## src/rtl/rca_chunk.sv

```systemverilog
// Combinational CHUNK-bit ripple adder built from full-adder cells.
// Also exposes the carry into the top bit so the caller can derive signed overflow.
module rca_chunk #(
   parameter int CHUNK = 4
) (
   input  logic [CHUNK-1:0] a,
   input  logic [CHUNK-1:0] b,
   input  logic             cin,
   output logic [CHUNK-1:0] sum,
   output logic             carry,
   output logic             c_top
);
   genvar i;
   generate
      for (i = 0; i < CHUNK; i++) begin : g_fa
         logic ci;
         logic co;
         if (i == 0) begin : g_first
            assign ci = cin;
         end else begin : g_next
            assign ci = g_fa[i-1].co;
         end
         assign sum[i] = a[i] ^ b[i] ^ ci;
         assign co     = (a[i] & b[i]) | (ci & (a[i] ^ b[i]));
      end
   endgenerate

   assign carry = g_fa[CHUNK-1].co;
   assign c_top = g_fa[CHUNK-1].ci;
endmodule

```

## src/rtl/pipelined_rca.sv

```systemverilog
// Pipelined ripple-carry adder/subtractor: one CHUNK-bit slice per stage, WIDTH/CHUNK cycles latency.
// Per-stage valid/ready: a stage loads when empty or draining, so bubbles collapse and a stall holds the outputs.
module pipelined_rca #(
   parameter int WIDTH = 16,
   parameter int CHUNK = 4
) (
   input  logic             clk,
   input  logic             rst_n,
   input  logic             in_valid,
   output logic             in_ready,
   input  logic [WIDTH-1:0] a,
   input  logic [WIDTH-1:0] b,
   input  logic             cin,
   input  logic             sub,
   output logic             out_valid,
   input  logic             out_ready,
   output logic [WIDTH-1:0] sum,
   output logic             carry,
   output logic             overflow
);
   localparam int STAGES = (CHUNK > 0) ? WIDTH / CHUNK : 1;
   localparam int LAST   = STAGES - 1;

   generate
      if ((CHUNK < 1) || ((WIDTH % ((CHUNK > 0) ? CHUNK : 1)) != 0)) begin : g_bad_cfg
         $error("pipelined_rca: WIDTH must be a positive multiple of CHUNK");
      end
   endgenerate

   logic [STAGES-1:0] v_q, c_q, v_in, c_in, cout, ctop, rdy;
   logic [WIDTH-1:0]  a_q   [STAGES];
   logic [WIDTH-1:0]  b_q   [STAGES];
   logic [WIDTH-1:0]  s_q   [STAGES];
   logic [WIDTH-1:0]  a_in  [STAGES];
   logic [WIDTH-1:0]  b_in  [STAGES];
   logic [WIDTH-1:0]  s_in  [STAGES];
   logic [WIDTH-1:0]  s_nxt [STAGES];
   logic [CHUNK-1:0]  csum  [STAGES];
   logic              ovf_q;
   logic              unused_ctop;

   genvar k;
   generate
      for (k = 0; k < STAGES; k++) begin : g_stage
         // A stage can take data if any stage from here to the output is free, or the output drains.
         assign rdy[k] = out_ready | ~(&v_q[LAST:k]);

         if (k == 0) begin : g_head
            // Subtraction is a + ~b + 1: invert b up front and force the first carry.
            assign a_in[k] = a;
            assign b_in[k] = b ^ {WIDTH{sub}};
            assign s_in[k] = '0;
            assign c_in[k] = sub | cin;
            assign v_in[k] = in_valid;
         end else begin : g_body
            assign a_in[k] = a_q[k-1];
            assign b_in[k] = b_q[k-1];
            assign s_in[k] = s_q[k-1];
            assign c_in[k] = c_q[k-1];
            assign v_in[k] = v_q[k-1];
         end

         rca_chunk #(.CHUNK(CHUNK)) u_chunk (
            .a     (a_in[k][k*CHUNK +: CHUNK]),
            .b     (b_in[k][k*CHUNK +: CHUNK]),
            .cin   (c_in[k]),
            .sum   (csum[k]),
            .carry (cout[k]),
            .c_top (ctop[k])
         );
      end
   endgenerate

   always_comb begin
      for (int j = 0; j < STAGES; j++) begin
         s_nxt[j] = s_in[j];
         s_nxt[j][j*CHUNK +: CHUNK] = csum[j];
      end
   end

   always_ff @(posedge clk or negedge rst_n) begin
      if (!rst_n) begin
         v_q   <= '0;
         c_q   <= '0;
         ovf_q <= 1'b0;
         for (int j = 0; j < STAGES; j++) begin
            a_q[j] <= '0;
            b_q[j] <= '0;
            s_q[j] <= '0;
         end
      end else begin
         for (int j = 0; j < STAGES; j++) begin
            if (rdy[j]) begin
               v_q[j] <= v_in[j];
               if (v_in[j]) begin
                  a_q[j] <= a_in[j];
                  b_q[j] <= b_in[j];
                  s_q[j] <= s_nxt[j];
                  c_q[j] <= cout[j];
               end
            end
         end
         if (rdy[LAST] && v_in[LAST]) begin
            ovf_q <= ctop[LAST] ^ cout[LAST];
         end
      end
   end

   // Only the last slice's top-bit carry matters for overflow.
   assign unused_ctop = ^ctop;

   assign in_ready  = rdy[0];
   assign out_valid = v_q[LAST];
   assign sum       = s_q[LAST];
   assign carry     = c_q[LAST];
   assign overflow  = ovf_q;
endmodule

```

## config.mk

```make
export PLATFORM = sky130hd
export DESIGN_NAME = pipelined_rca
export DESIGN_NICKNAME = d
export VERILOG_FILES = /design/src/rtl/rca_chunk.sv /design/src/rtl/pipelined_rca.sv
export SDC_FILE = /design/constraint.sdc
export NUM_CORES = 1
export LEC_CHECK = 0
export CORE_ASPECT_RATIO = 0.5
export CORE_UTILIZATION = 49
export DETAILED_ROUTE_END_ITERATION = 8
export PLACE_DENSITY = 0.73
export SLEW_MARGIN = 0
export SYNTH_ARGS = -nofsm -noshare
export SYNTH_HDL_FRONTEND = slang
export SYNTH_SLANG_ARGS = --single-unit
```

## constraint.sdc

```tcl
create_clock -name clk -period 1.97 [get_ports clk]
set_input_delay 0.394 -clock clk [delete_from_list [all_inputs] [get_ports clk]]
set_output_delay 0.394 -clock clk [all_outputs]
set_load 0.02 [all_outputs]
```

# == After elaboration in Yosys (flattened, before gate mapping) ==
# Cells that the tools add are included.
# W data, S select, Z words.
# word_totals
rom_bits,0
mem_bits_rw,0
mem_count,0
latchBits,0
in_bits,38
register_bits,145
# op_classes
shift,0
bitwise,91
addsub,0
mul,0
n_lt_le_gt_ge,0
n_reduce_logical,8
n_eq_ne,0
div_mod_pow,0
mux,0
# ops
op,n
$xor A1 B1 Y1,33
$and A1 B1 Y1,32
$or A1 B1 Y1,21
$xor A16 B16 Y16,1
$reduce_and A2 Y1,5
$not A1 Y1,4
$reduce_and A4 Y1,1
$reduce_and A3 Y1,1
$logic_and A1 B1 Y1,1

# == Longest topological paths before layout ==
# depth
word_depth,10
depth_mapped,10
depth_no_buf,9

# == By module ==
# A second synthesis with hierarchy kept.
# unflattened
cells_unflattened,279
area_unflattened_um2,4254.1
# by_module_without_submodules
mod,seq_area_each_um2,cells_per_inst,area_each_um2,instances
pipelined_rca,2427.3,231,3813.7,1
rca_chunk,0.0,12,110.1,4

# == Worst setup path before layout ==
# Ideal clock, no wire load.
# synth_timing
path_type,in2reg
startpoint,input port sub
endpoint,register s_q (netlist bit s_in[35])
path_slack_ps,-889
arrival_time_ps,2734
setup_time_ps,125
stages,10
t_required_ps,1845
path_cell_list,buf_2 buf_2 or2_2 fa_1 fa_1 inv_1 fa_1 inv_1 fa_1 mux2_4
# synth_rtl
item,line_no,text
start: declaration,pipelined_rca.sv:14,"input logic sub,"
end signal: indexed assignment,pipelined_rca.sv:98,s_q[j] <= s_nxt[j];
end: declaration,pipelined_rca.sv:33,logic [WIDTH-1:0] s_q [STAGES];

==> metrics.txt <==
CP top delay family=adder cells; # diodes=0; final setup vio count=7; YS warnings=0; fin area=5512 um2; number of antenna violations at the first check in global routing=0; TritonCTS clock tree=done; Data required, critical path=2.19 ns; Fin. Hold Viols=0; worst r2r src=a_in[12]; Cells after Synth=284; slowest stage delay, CP=0.40 ns; Post-synth EDFFs=0; most common cell in the netlist=dfrtp_1; f_max=463.6 MHz; max_slew headroom=62.58%; CTS Root Cell=clkbuf_16; Core Region=8288 um2; minimum clock period=2.157 ns; sequential share of the synthesized area=56.12%; failing checks=setup timing; Buf/Inv on CP=3; Pleak=2.497 nW; pin count of the biggest net entering global routing=45; worst-case reg-to-reg path depth=9; Area after DPL=5150 um2; Worst R2R Setup Slack=-0.18 ns; cts hold-fix bufs=0; number of nets in the layout=413; final-report max-slew violation count=0; worst-path cell chain=buf_8 > or2_4 > fa_2 > fa_2 > inv_2 > fa_2 > inv_2 > fa_2 > mux2_4; largest vdd supply drop=0.0006752 V; DP Wirelength=4.997 mm; Die ar.=9230 um2; Synth area leader=dfrtp_1; Max-Cap Viols=0; Mapped Area=4325 um2; Top FF cell, synth=dfrtp_1; Post-synth top cells=dfrtp_1, mux2_2, inv_1; post-synth top area share=56.12%; clk_lat worst skew=0.34 ns; CP dominant cell by count=fa_2; Vias per Instance=4.905; io pins=58; gpl congestion=0.7240; CTS Buf Count=9; H-tree levels=3; P&R area growth vs syn=27.42%; Max clock buf depth=2; IO buf count=57; asr flop ratio synth=100.0%; total track usage=18.10%; clk_skew=0.004419 ns; # DRC=0; Filler cells=593; WL/cell=15.30 um; Critical Path Slowest Stage Cell=fa_2; initial drt markers=88; status=finished with violations; reg2reg end=overflow; post-synth cell types=19; TNS Setup=-0.8919 ns; first-pass GRT wire length=12.22 mm; antenna viol nets, final=0; CP endpoint kind=register; Via Count=2330; maximum fanout along the worst path=3; Row Count=23; Starting Density=52.19%; worst min path class=in2async; Syn Area/Cell=15.23 um2; largest cells by area after synthesis=dfrtp_1, mux2_2, mux2_4, fa_1, inv_1; Routed WL=7.268 mm; layout cells sized above 1=39.94%; DR pass1 iterations=4; Die Height=68.44 um; critical path arrival=2.38 ns; vias in the first global route=2509; final critical-path share of the clock period=109.5%; syn_nets=338; CP startpoint kind=primary input; clock sink count=97; FF+latch count, synth=97; cell area power density=1361 nW/um2; Die Width=134.9 um; global route total overflow=0; Clock Pin Slew Worst Setup and Hold Paths=0.06 ns; RSZ-0062 raised after global routing=true; crit path kind=in2reg; Final WS setup=-0.1872 ns; Worst Tran Pin Value=0.5612 ns
worst max path at each step:
stage / start / to / slack (ns) / cells after the start
after global routing: a_in[12] / overflow / -0.27 / 9
after global placement: sub / s_in[35] / -0.99 / 9
after CTS: sub / s_in[35] / -0.27 / 9
final: sub / s_in[35] / -0.19 / 9
after detailed placement: sub / s_in[35] / -1.02 / 9
after floorplan: sub / s_in[35] / -0.67 / 10
report_power, final:
part | switching [mW] | total (mW) | leakage [nW] | internal (mW)
logic | 1.05 | 2.55 | 1.21 | 1.50
registers | 0.404 | 3.12 | 1.13 | 2.72
clock network | 0.685 | 1.82 | 0.153 | 1.14
final cells by class:
type                            count  area [um2]  share of cell area (%)
Multi-Input combinational cell    143        1739                   31.56
Clock inverter                      3       65.06                   1.180
Sequential cell                    97        2427                   44.04
Clock buffer                       12       246.5                   4.472
Timing Repair Buffer               76       773.2                   14.03
Inverter                           32       120.1                   2.179
Tap cell                          112       140.1                   2.543
what timing repair did:
action                     CTS  global route
pin swaps                   10             9
gates resized for setup     26             3
setup endpoints to repair    9            10
setup buffers                1             3
cell families (layout without fill, tap and decap cells):
family / count (synthesis) / after routing / synth area share, %
and+or+nand+nor: 12 / 12 / 1.851
buffers and inverters: 44 / 123 / 5.091
AOI/OAI and AO/OA: 9 / 9 / 1.186
muxes: 89 / 89 / 24.91
adders and majority gates: 16 / 16 / 7.405
DFF: 97 / 97 / 56.12
xor gates and xnor gates: 17 / 17 / 3.442
cells in the final DEF, fill, tap and decap left out, types with 2 or more instances in the layout:
cell type,Yosys,layout
mux2i_1,9,9
fa_2,0,13
xor2_1,13,11
dfrtp_1,97,97
bufinv_16,0,2
buf_4,1,15
inv_2,0,10
nand2_1,3,3
inv_1,32,22
clkbuf_1,0,2
clkdlybuf4s50_1,0,51
o21ai_0,8,6
mux2_4,23,24
o21ai_1,0,2
buf_12,0,5
xor2_2,0,2
xnor2_1,4,4
nand2b_1,4,4
fa_1,16,3
clkbuf_16,0,9
mux2_2,57,56
through the flow:
step | power (mW) | hold slack [ns] | setup slack, ns | util (%) | instances
after floorplan | 4.686 | 0.09841 | -0.6725 | - | 284
after global placement | 5.530 | 0.4186 | -0.9881 | 62.14 | 456
after detailed placement | 5.639 | 0.4297 | -1.019 | 62.14 | 456
after CTS | 7.546 | 0.06020 | -0.2689 | 66.12 | 472
after global routing | 8.027 | 0.07850 | -0.2699 | 66.50 | 475
final | 7.502 | 0.04854 | -0.1872 | 66.50 | 475
metal layers:
layer | GRT usage [%] | wire [um]
met5 | 0 | 0
met4 | 6.320 | 58
met3 | 5.111 | 227
met2 | 31.89 | 3821
met1 | 21.88 | 3160
sequential cells by signal, indices dropped and copies added (netlist names):
register	count
a_in	24
b_in	24
s_in	24
sum	16
c_q	4
v_q	4
overflow	1
Note: power is estimated with default switching activity, not from simulation.
